===== src/rtl/fetch_controller.sv =====
// Instruction fetch sequencer for a synchronous 1-cycle instruction memory.
// It keeps one read in flight, holds a 1-entry skid buffer for decode stalls, and supports redirect and halt.
module fetch_controller #(
    parameter logic [31:0] RESET_PC   = 32'h0000_0000,
    parameter int unsigned IMEM_WORDS = 256,
    parameter logic [31:0] HALT_INSTR = 32'hFFFF_FFFF
) (
    input  logic        clk,
    input  logic        reset,
    input  logic        stall,
    input  logic        redirect,
    input  logic [31:0] redirect_pc,
    output logic [31:0] imem_pc,
    input  logic [31:0] imem_instr,
    output logic [31:0] id_instr,
    output logic [31:0] id_pc,
    output logic [31:0] id_pc_plus4,
    output logic        id_valid,
    output logic        halted
);

    localparam int unsigned     XLEN       = 32;
    localparam logic [XLEN-1:0] IMEM_LIMIT = XLEN'(IMEM_WORDS);
    localparam logic [XLEN-1:0] PC_STEP    = XLEN'(4);
    localparam logic [XLEN-1:0] ALIGN_MASK = 32'hFFFF_FFFC;

    localparam logic [0:0] ST_RUN  = 1'b0;
    localparam logic [0:0] ST_HALT = 1'b1;

    logic [0:0]      r_state;
    logic [XLEN-1:0] r_pc;
    logic            r_inflight_v;
    logic [XLEN-1:0] r_inflight_pc;
    logic            r_skid_v;
    logic [XLEN-1:0] r_skid_instr;
    logic [XLEN-1:0] r_skid_pc;
    logic [XLEN-1:0] r_id_instr;
    logic [XLEN-1:0] r_id_pc;
    logic [XLEN-1:0] r_id_pc_plus4;
    logic            r_id_valid;
    logic            r_halted;

    logic [0:0]      w_state_nxt;
    logic [XLEN-1:0] w_pc_nxt;
    logic            w_inflight_v_nxt;
    logic [XLEN-1:0] w_inflight_pc_nxt;
    logic            w_skid_v_nxt;
    logic [XLEN-1:0] w_skid_instr_nxt;
    logic [XLEN-1:0] w_skid_pc_nxt;
    logic [XLEN-1:0] w_id_instr_nxt;
    logic [XLEN-1:0] w_id_pc_nxt;
    logic [XLEN-1:0] w_id_pc_plus4_nxt;
    logic            w_id_valid_nxt;
    logic            w_halted_nxt;

    logic            w_issue_ok;
    logic            w_src_v;
    logic [XLEN-1:0] w_src_instr;
    logic [XLEN-1:0] w_src_pc;

    // Word index must fall inside the memory before a fetch may be issued.
    assign w_issue_ok = (r_state == ST_RUN) && ({2'b00, r_pc[31:2]} < IMEM_LIMIT);

    // Skid entry is always older than anything that could be in flight.
    always_comb begin
        w_src_v     = 1'b0;
        w_src_instr = imem_instr;
        w_src_pc    = r_inflight_pc;
        if (r_skid_v) begin
            w_src_v     = 1'b1;
            w_src_instr = r_skid_instr;
            w_src_pc    = r_skid_pc;
        end else if (r_inflight_v) begin
            w_src_v = 1'b1;
        end
    end

    // Next-state logic: redirect beats stall, stall beats normal flow.
    always_comb begin
        w_state_nxt       = r_state;
        w_pc_nxt          = r_pc;
        w_inflight_v_nxt  = r_inflight_v;
        w_inflight_pc_nxt = r_inflight_pc;
        w_skid_v_nxt      = r_skid_v;
        w_skid_instr_nxt  = r_skid_instr;
        w_skid_pc_nxt     = r_skid_pc;
        w_id_instr_nxt    = r_id_instr;
        w_id_pc_nxt       = r_id_pc;
        w_id_pc_plus4_nxt = r_id_pc_plus4;
        w_id_valid_nxt    = r_id_valid;
        w_halted_nxt      = r_halted;

        if (redirect) begin
            w_pc_nxt         = redirect_pc & ALIGN_MASK;
            w_inflight_v_nxt = 1'b0;
            w_skid_v_nxt     = 1'b0;
            w_id_valid_nxt   = 1'b0;
            w_state_nxt      = ST_RUN;
            w_halted_nxt     = 1'b0;
        end else if (stall) begin
            // Park the returning read so it is not lost while decode is blocked.
            if (r_inflight_v && !r_skid_v) begin
                w_skid_v_nxt     = 1'b1;
                w_skid_instr_nxt = imem_instr;
                w_skid_pc_nxt    = r_inflight_pc;
            end
            w_inflight_v_nxt = 1'b0;
        end else if (r_state == ST_HALT) begin
            w_id_valid_nxt   = 1'b0;
            w_inflight_v_nxt = 1'b0;
            w_skid_v_nxt     = 1'b0;
        end else begin
            w_skid_v_nxt = 1'b0;
            if (w_src_v && (w_src_instr == HALT_INSTR)) begin
                w_id_valid_nxt   = 1'b0;
                w_state_nxt      = ST_HALT;
                w_halted_nxt     = 1'b1;
                w_inflight_v_nxt = 1'b0;
            end else begin
                if (w_src_v) begin
                    w_id_instr_nxt    = w_src_instr;
                    w_id_pc_nxt       = w_src_pc;
                    w_id_pc_plus4_nxt = w_src_pc + PC_STEP;
                    w_id_valid_nxt    = 1'b1;
                end else begin
                    w_id_valid_nxt = 1'b0;
                end

                if (w_issue_ok) begin
                    w_inflight_v_nxt  = 1'b1;
                    w_inflight_pc_nxt = r_pc;
                    w_pc_nxt          = r_pc + PC_STEP;
                end else begin
                    w_inflight_v_nxt = 1'b0;
                end

                // Ran off the end of memory and nothing left to drain.
                if (!w_issue_ok && !r_inflight_v && !r_skid_v) begin
                    w_state_nxt  = ST_HALT;
                    w_halted_nxt = 1'b1;
                end
            end
        end
    end

    always_ff @(posedge clk) begin
        if (reset) begin
            r_state       <= ST_RUN;
            r_pc          <= RESET_PC;
            r_inflight_v  <= 1'b0;
            r_inflight_pc <= '0;
            r_skid_v      <= 1'b0;
            r_skid_instr  <= '0;
            r_skid_pc     <= '0;
            r_id_instr    <= '0;
            r_id_pc       <= '0;
            r_id_pc_plus4 <= '0;
            r_id_valid    <= 1'b0;
            r_halted      <= 1'b0;
        end else begin
            r_state       <= w_state_nxt;
            r_pc          <= w_pc_nxt;
            r_inflight_v  <= w_inflight_v_nxt;
            r_inflight_pc <= w_inflight_pc_nxt;
            r_skid_v      <= w_skid_v_nxt;
            r_skid_instr  <= w_skid_instr_nxt;
            r_skid_pc     <= w_skid_pc_nxt;
            r_id_instr    <= w_id_instr_nxt;
            r_id_pc       <= w_id_pc_nxt;
            r_id_pc_plus4 <= w_id_pc_plus4_nxt;
            r_id_valid    <= w_id_valid_nxt;
            r_halted      <= w_halted_nxt;
        end
    end

    assign imem_pc     = r_pc;
    assign id_instr    = r_id_instr;
    assign id_pc       = r_id_pc;
    assign id_pc_plus4 = r_id_pc_plus4;
    assign id_valid    = r_id_valid;
    assign halted      = r_halted;

endmodule


===== config.mk =====
export PLATFORM = sky130hd
export DESIGN_NAME = fetch_controller
export DESIGN_NICKNAME = d
export VERILOG_FILES = /design/src/rtl/fetch_controller.sv
export SDC_FILE = /design/constraint.sdc
export NUM_CORES = 1
export LEC_CHECK = 0
export ABC_AREA = 1
export CORE_ASPECT_RATIO = 1.1
export CORE_MARGIN = 2
export CORE_UTILIZATION = 55
export DETAILED_ROUTE_END_ITERATION = 8
export DONT_BUFFER_PORTS = 1
export GPL_ROUTABILITY_DRIVEN = 0
export PLACE_DENSITY = 0.73
export SLEW_MARGIN = 20
export SYNTH_ARGS = -nofsm -noshare
export SYNTH_HDL_FRONTEND = slang
export SYNTH_SLANG_ARGS = --single-unit

===== constraint.sdc =====
create_clock -name clk -period 2.1 [get_ports clk]
set_input_delay 0.42 -clock clk [delete_from_list [all_inputs] [get_ports clk]]
set_output_delay 0.42 -clock clk [all_outputs]
set_load 0.05 [all_outputs]

==> summary.md, run 1 <==
### Setup path
- -0.14 ns — setup slack on the worst flop-to-flop path
- 4 — Buf/Inv on CP
- flop — kind of launch point of the worst setup path
- flop to flop — category of the most critical setup path
- buf_6 -> clkbuf_16 -> nand2_1 -> nand2_1 -> nand2_1 -> nor2_1 -> nand2_1 -> nor2_4 -> nand2_2 -> nand3_4 -> buf_12 -> clkbuf_16 -> nand2_1 -> a21oi_1 — critical path cell sequence
- r_skid_v — Worst R2R Start
- simple AND/OR/NAND/NOR gates — family of cells with the greatest summed delay on the critical path
- 2.54 ns — worst endpoint required time
- flop — CP endpoint kind
- sky130_fd_sc_hd__nand2_1 — crit-path most repeated cell
- 2.67 ns — Arr. time, crit path
- 10 — largest driver fanout on the critical path
- 14 — r2r worst-path depth
- 0.45 ns — Worst path max stage delay
- id_pc_plus4[14] — worst flop-to-flop path endpoint
- sky130_fd_sc_hd__dfxtp_4 — cell with the biggest individual delay on the critical path

### Timing
- 0.564 — relative slew slack
- true — RSZ-0062 raised after global routing
- 99 — final setup violation count
- 0.447 GHz — achievable frequency
- -0.136 ns — least setup slack across all paths after layout
- -4.56 ns — Total Neg Setup Slack
- 1.06 — final critical-path share of the clock period
- 0.0100 ns — Setup Skew
- 0.0428 ns — Min Hold Slack
- 0.653 ns — slew of the pin with the lowest slew margin
- 0 — Final Hold Fails
- 0 — Final Max Tran Viols
- 2.24 ns — final critical-path required period

### Clocking
- 3 — buffer levels on the longest clock path
- 1 — H-tree depth
- 0.52 ns — clock insertion delay at the later pin of the skew report
- sky130_fd_sc_hd__clkbuf_16 — root buffer cell
- 0.06 ns — CTS clock-pin slew for the worst setup and hold paths
- 219 — clock tree sinks
- yes — TritonCTS clock tree
- 23 — number of clock buffers inserted by TritonCTS

### Synthesis
- 0.0236 — area share of xor/xnor cells in the synthesized design
- 0.142 — Synth Area in Compound Gates
- 0.00260 — adder-cell share of the synthesized area
- 36 — Distinct cells, synth
- 0.455 — register area share after synthesis
- sky130_fd_sc_hd__dfxtp_1 — post-synth top area cell
- 219 — count of state elements after synthesis
- simple AND/OR/NAND/NOR gates — largest family of logic cells by synthesized area
- 7.07 µm² — Synth Area per Inst
- 1,363 — gate count of the mapped netlist
- sky130_fd_sc_hd__dfxtp_1 46%, sky130_fd_sc_hd__nand2_1 17%, sky130_fd_sc_hd__a21oi_1 7.3% — top cells by area in the synthesized netlist
- 0 — Synthesis Warnings
- 0.00104 — proportion of synthesized area in mux cells
- 9640 µm² — summed instance area of the synthesized netlist
- 0.455 — Yosys top cell area share
- 0.298 — post-synthesis simple-gate area fraction

### Route
- 5 — number of optimization iterations in the first detailed-route pass
- 14,600 µm — routed length on met2
- 0 — count of antenna-violating nets left after detailed routing
- 601 — drt initial violations
- met4 — max layer used
- 11,200 µm — Met1 Wirelength
- 16.8 µm — detail-routed net length per standard cell
- 9,469 — vias
- 0 — drt drc
- 5.47 — DR vias/cell
- 2480 µm — detailed route wirelength on metal3
- 29,100 µm — Post-Route WL

### Hold path
- imem_pc[12] — end point of the most critical hold path
- redirect — HP Start
- 2 — cell depth of the worst min-delay path
- input pin to flop — min-delay worst type

### Die
- 17,100 µm² — Core Footprint
- 130 µm — horizontal die dimension
- 143 µm — die boundary height
- 0.564 — effective utilization at floorplan
- 198 — number of top-level pins
- 18,600 µm² — Die Footprint
- 50 — FP Rows

### Outcome
- negative setup slack — violations in the final reports
- finished, violations left — outcome

### Final layout
- 0.744 — Finished Core Util
- 0.250 — share of post-route cells with drive strength above 1
- 387 x sky130_fd_sc_hd__nand2_1, 218 x sky130_fd_sc_hd__dfxtp_1, 154 x sky130_fd_sc_hd__nor2_1 — most used cells in the layout excluding fill and tap cells
- 31.9% — area added between synthesis and finish
- 0 — antenna diode count
- sky130_fd_sc_hd__nand2_1 — most common cell after layout, fill and taps aside
- 1,551 — nets

### GRT
- 0 — number of antenna violations at the first check in global routing
- 40,600 µm — wire length of the first global-routing pass
- 86 — pin count of the biggest net entering global routing
- 8,380 — via count of the first global-routing pass
- 0 — total global routing overflow
- 0.267 — gr usage total

### Power and ir drop
- 0.705 mV — worst-case vdd ir drop
- 693 nW/µm² — power density normalized to cell area
- 5.10 nW — Lkg Pwr
- 0.00881 W — total power draw

### Placement
- 0 — number of port buffers
- 16,700 µm — Detailed Place HPWL
- -0.136 ns — Setup Slack @ Placement

### Job
- 0 — maximum capacitance violations

-- layer usage --
metal / global-route usage / up-vias
met5: 0 / -
met4: 0.0821 / 0
met3: 0.0708 / 67
met2: 0.449 / 393
met1: 0.334 / 4425
li1: - / 4584
-- metrics by stage --
| stage | cells | area (µm²) |
|---|---|---|
| floorplan | 1368 | 9660 |
| global placement | 1652 | 10600 |
| detailed placement | 1652 | 10600 |
| CTS | 1702 | 11600 |
| global route | 1732 | 12700 |
| finish | 1732 | 12700 |
-- final cells by class --
type / count / area, µm²
timing repair inverter: 3 / 36.3
clock inverter: 10 / 86.3
sequential: 219 / 4390
tap: 234 / 293
multi-input combinational: 995 / 5020
timing repair buffer: 172 / 1940
inverter: 67 / 283
clock buffer: 32 / 661
fill: 1222 / 4370
-- how the worst max path moves through the flow --
stage	start	to	slack, ns	cells past startpoint
finish	r_skid_v	id_pc_plus4[14]	-0.14	14
global route	r_skid_v	id_pc_plus4[14]	-0.22	15
CTS	r_skid_v	id_pc_plus4[21]	-0.02	13
detailed placement	r_skid_v	id_pc_plus4[27]	-0.14	13
global placement	r_skid_v	id_pc_plus4[27]	-0.06	13
floorplan	r_skid_v	id_pc_plus4[30]	0.004	16
-- registers in the layout (all words and copies together) (netlist names) --
signal         cells
id_instr          32
r_skid_instr      32
id_pc             30
id_pc_plus4       30
imem_pc           30
r_inflight_pc     30
r_skid_pc         30
halted             1
id_valid           1
r_inflight_v       1
r_skid_v           1
r_state            1
-- Yosys cell counts --
| master | number |
|---|---|
| sky130_fd_sc_hd__a21oi_1 | 140 |
| sky130_fd_sc_hd__and2_1 | 1 |
| sky130_fd_sc_hd__and3_1 | 1 |
| sky130_fd_sc_hd__buf_1 | 5 |
| sky130_fd_sc_hd__buf_12 | 1 |
| sky130_fd_sc_hd__buf_2 | 19 |
| sky130_fd_sc_hd__buf_4 | 18 |
| sky130_fd_sc_hd__buf_6 | 6 |
| sky130_fd_sc_hd__buf_8 | 1 |
| sky130_fd_sc_hd__clkbuf_1 | 37 |
| sky130_fd_sc_hd__conb_1 | 1 |
| sky130_fd_sc_hd__dfxtp_1 | 219 |
| sky130_fd_sc_hd__ha_1 | 2 |
| sky130_fd_sc_hd__inv_1 | 60 |
| sky130_fd_sc_hd__inv_2 | 6 |
| sky130_fd_sc_hd__inv_4 | 1 |
| sky130_fd_sc_hd__mux2i_1 | 1 |
| sky130_fd_sc_hd__nand2_1 | 435 |
| sky130_fd_sc_hd__nand2_2 | 6 |
| sky130_fd_sc_hd__nand2_4 | 1 |
| sky130_fd_sc_hd__nand3_1 | 39 |
| sky130_fd_sc_hd__nand3_2 | 3 |
| sky130_fd_sc_hd__nand3b_1 | 4 |
| sky130_fd_sc_hd__nand4_1 | 7 |
| sky130_fd_sc_hd__nor2_1 | 171 |
| sky130_fd_sc_hd__nor2_2 | 4 |
| sky130_fd_sc_hd__nor2_4 | 5 |
| sky130_fd_sc_hd__nor3_1 | 26 |
| sky130_fd_sc_hd__nor3b_1 | 1 |
| sky130_fd_sc_hd__o21ai_0 | 86 |
| sky130_fd_sc_hd__o21ai_1 | 6 |
| sky130_fd_sc_hd__o21ai_2 | 18 |
| sky130_fd_sc_hd__o21ai_4 | 3 |
| sky130_fd_sc_hd__or2_2 | 3 |
| sky130_fd_sc_hd__xnor2_1 | 10 |
| sky130_fd_sc_hd__xor2_1 | 16 |
-- timing repair --
item | 4_1_cts | 5_1_grt
pin swaps | 3 | 84
setup endpoints to repair | 137 | 151
buffers inserted | 3 | 12
hold endpoints to repair | 44 | 0
cloned | 3 | 19
hold buffers | 2 | 0
gates resized for setup | 26 | 166
-- power by group --
group | internal (W) | leakage (nW) | total [W] | switching [W]
clock network | 0.00233 | 0.374 | 0.00404 | 0.00171
logic | 0.000177 | 2.96 | 0.000550 | 0.000373
registers | 0.00419 | 1.77 | 0.00422 | 0.0000283
-- kinds of logic (layout without fill, tap and decap cells) --
family	Yosys count	after routing
AND/OR/NAND/NOR	707	707
AO/OA/AOI/OAI	253	253
buffers and inverters	154	284
adder cells (fa/ha/maj)	2	2
other	1	6
multiplexers	1	1
XOR/XNOR	26	26
flip-flops	219	219
(Power assumes the default switching activity.)
==> run 2, diff against run 1 <==
--- a/config.mk
+++ b/config.mk
@@ -12,7 +12,7 @@
 export DETAILED_ROUTE_END_ITERATION = 8
 export DONT_BUFFER_PORTS = 1
 export GPL_ROUTABILITY_DRIVEN = 0
-export PLACE_DENSITY = 0.73
+export PLACE_DENSITY = 0.77
 export SLEW_MARGIN = 20
 export SYNTH_ARGS = -nofsm -noshare
 export SYNTH_HDL_FRONTEND = slang
==> summary.md, run 2 (synthesis gave the netlist of run 1 again) <==
### Die
- 130 µm — horizontal die dimension
- 50 — FP Rows
- 0.564 — effective utilization at floorplan
- 17,100 µm² — Core Footprint
- 198 — number of top-level pins
- 18,600 µm² — Die Footprint
- 143 µm — die boundary height

### GRT
- 131 — pin count of the biggest net entering global routing
- 0.448 — met2 capacity usage during global routing
- 0 — total global routing overflow
- 0.0727 — met3 track utilization from global routing
- 0 — number of antenna violations at the first check in global routing
- 8,382 — via count of the first global-routing pass
- 0.311 — met1 track demand over resource in global routing
- 0.260 — gr usage total
- met2 — Most Used Layer, Global Route
- 39,700 µm — wire length of the first global-routing pass

### Setup path
- simple AND/OR/NAND/NOR gates — family of cells with the greatest summed delay on the critical path
- 15 — largest driver fanout on the critical path
- flop to flop — category of the most critical setup path
- sky130_fd_sc_hd__dfxtp_4 — cell with the biggest individual delay on the critical path
- 13 — r2r worst-path depth
- -0.08 ns — setup slack on the worst flop-to-flop path
- 2.50 ns — worst endpoint required time
- 2.58 ns — Arr. time, crit path
- r_skid_v — Worst R2R Start
- sky130_fd_sc_hd__nand2_1 — crit-path most repeated cell
- 3 — Buf/Inv on CP
- flop — kind of launch point of the worst setup path
- id_pc_plus4[28] — worst flop-to-flop path endpoint
- flop — CP endpoint kind
- buf_4 -> clkbuf_16 -> o21ai_2 -> nand2_1 -> buf_4 -> nor2_1 -> nand2_1 -> nor2_4 -> nand2_1 -> nand2_1 -> nand2_1 -> nor2_1 -> nor2_1 — critical path cell sequence
- 0.41 ns — Worst path max stage delay

### Timing
- 1.04 — final critical-path share of the clock period
- 2.18 ns — final critical-path required period
- 0.599 — relative slew slack
- -0.0798 ns — least setup slack across all paths after layout
- 1 — Final Hold Fails
- -0.000731 ns — Min Hold Slack
- 0 — Final Max Tran Viols
- 0.0114 ns — Setup Skew
- 23 — final setup violation count
- -0.433 ns — Total Neg Setup Slack
- 0.601 ns — slew of the pin with the lowest slew margin
- true — RSZ-0062 raised after global routing
- 0.459 GHz — achievable frequency

### Clocking
- yes — TritonCTS clock tree
- 3 — buffer levels on the longest clock path
- 1 — H-tree depth
- 22 — number of clock buffers inserted by TritonCTS
- sky130_fd_sc_hd__clkbuf_16 — root buffer cell
- 0.50 ns — clock insertion delay at the later pin of the skew report
- 0.06 ns — CTS clock-pin slew for the worst setup and hold paths
- 219 — clock tree sinks

### Outcome
- negative hold slack, negative setup slack — violations in the final reports
- finished, violations left — outcome

### Final layout
- 1,531 — nets
- 1,367 — count of fill cells added during filler insertion
- 426 x sky130_fd_sc_hd__nand2_1, 218 x sky130_fd_sc_hd__dfxtp_1, 156 x sky130_fd_sc_hd__nor2_1 — most used cells in the layout excluding fill and tap cells
- 0.195 — share of post-route cells with drive strength above 1
- 0 — antenna diode count
- sky130_fd_sc_hd__nand2_1 — most common cell after layout, fill and taps aside
- 24.9% — area added between synthesis and finish

### Route
- 0 — count of antenna-violating nets left after detailed routing
- 9,169 — vias
- 5.36 — DR vias/cell
- 15.9 µm — detail-routed net length per standard cell
- 0 — drt drc
- 5 — number of optimization iterations in the first detailed-route pass
- 27,100 µm — Post-Route WL
- 521 — drt initial violations

### Power and ir drop
- 0.230 — switching share of power
- 0.00850 W — total power draw
- 0.00195 W — Switch Pwr
- 0.445 — Clock Power Share
- 4.82 nW — Lkg Pwr
- 0.496 — power share of the sequential group
- 0.635 mV — worst-case vdd ir drop
- 0.058 — portion of total power attributed to combinational logic
- 706 nW/µm² — power density normalized to cell area
- 0.00655 W — internal power summed over all cells

### Hold path
- input pin to flop — min-delay worst type
- reset — HP Start
- 1 — cell depth of the worst min-delay path
- id_pc[26] — end point of the most critical hold path

### Placement
- 16,900 µm — Detailed Place HPWL
- -0.170 ns — Setup Slack @ Placement
- 0 — number of port buffers

### Job
- 0 — maximum capacitance violations

run 2: stage by stage:
step	util	std cells	instance area [µm²]
2_1_floorplan	-	1368	9660
3_3_place_gp	0.621	1650	10600
3_5_place_dp	0.621	1650	10600
5_1_grt	0.705	1710	12000
4_1_cts	0.669	1692	11400
6_report	0.705	1710	12000
run 2: layer usage:
metal,routed length [µm],up-vias
li1,-,4536
met1,10800,4248
met2,13300,324
met3,2230,61
met4,826,0
met5,0,-
run 2: power groups by stage:
stage,sequential (W),clock (W),combinational (W)
after detailed placement,0.00431,0,0.000477
after global placement,0.00431,0,0.000472
final,0.00422,0.00379,0.000496
after CTS,0.00422,0.00382,0.000483
after floorplan,0.00443,0,0.000253
after global routing,0.00422,0.00397,0.000535
run 2: worst max-delay path by stage:
stage                     depth (start not counted)  slack [ns]  startpoint                 to
after floorplan                                  16       0.004    r_skid_v    id_pc_plus4[30]
after global placement                           13       -0.13    r_skid_v    id_pc_plus4[28]
after detailed placement                         13       -0.17    r_skid_v    id_pc_plus4[28]
after CTS                                        13      -0.009    r_skid_v  r_inflight_pc[21]
after global routing                             13       -0.18    r_skid_v    id_pc_plus4[30]
final                                            13       -0.08    r_skid_v    id_pc_plus4[28]
run 2: cell type report:
cell class / count / area [µm²] / share of cell area
multi-input cells: 995 / 4810 / 0.399
well taps: 234 / 293 / 0.0243
inverters: 67 / 277 / 0.0230
flip-flops and latches: 219 / 4390 / 0.365
clock buffers: 36 / 676 / 0.0561
repair inverters: 1 / 16.3 / 0.00135
repair buffers: 155 / 1570 / 0.130
clock inverters: 3 / 15.0 / 0.00125
run 2: what timing repair did:
item	4_1_cts	5_1_grt
buffers inserted	1	9
setup endpoints to repair	147	152
pin swaps	2	29
cloned	2	9
endpoints found under the hold margin	48	28
resized for setup	18	84
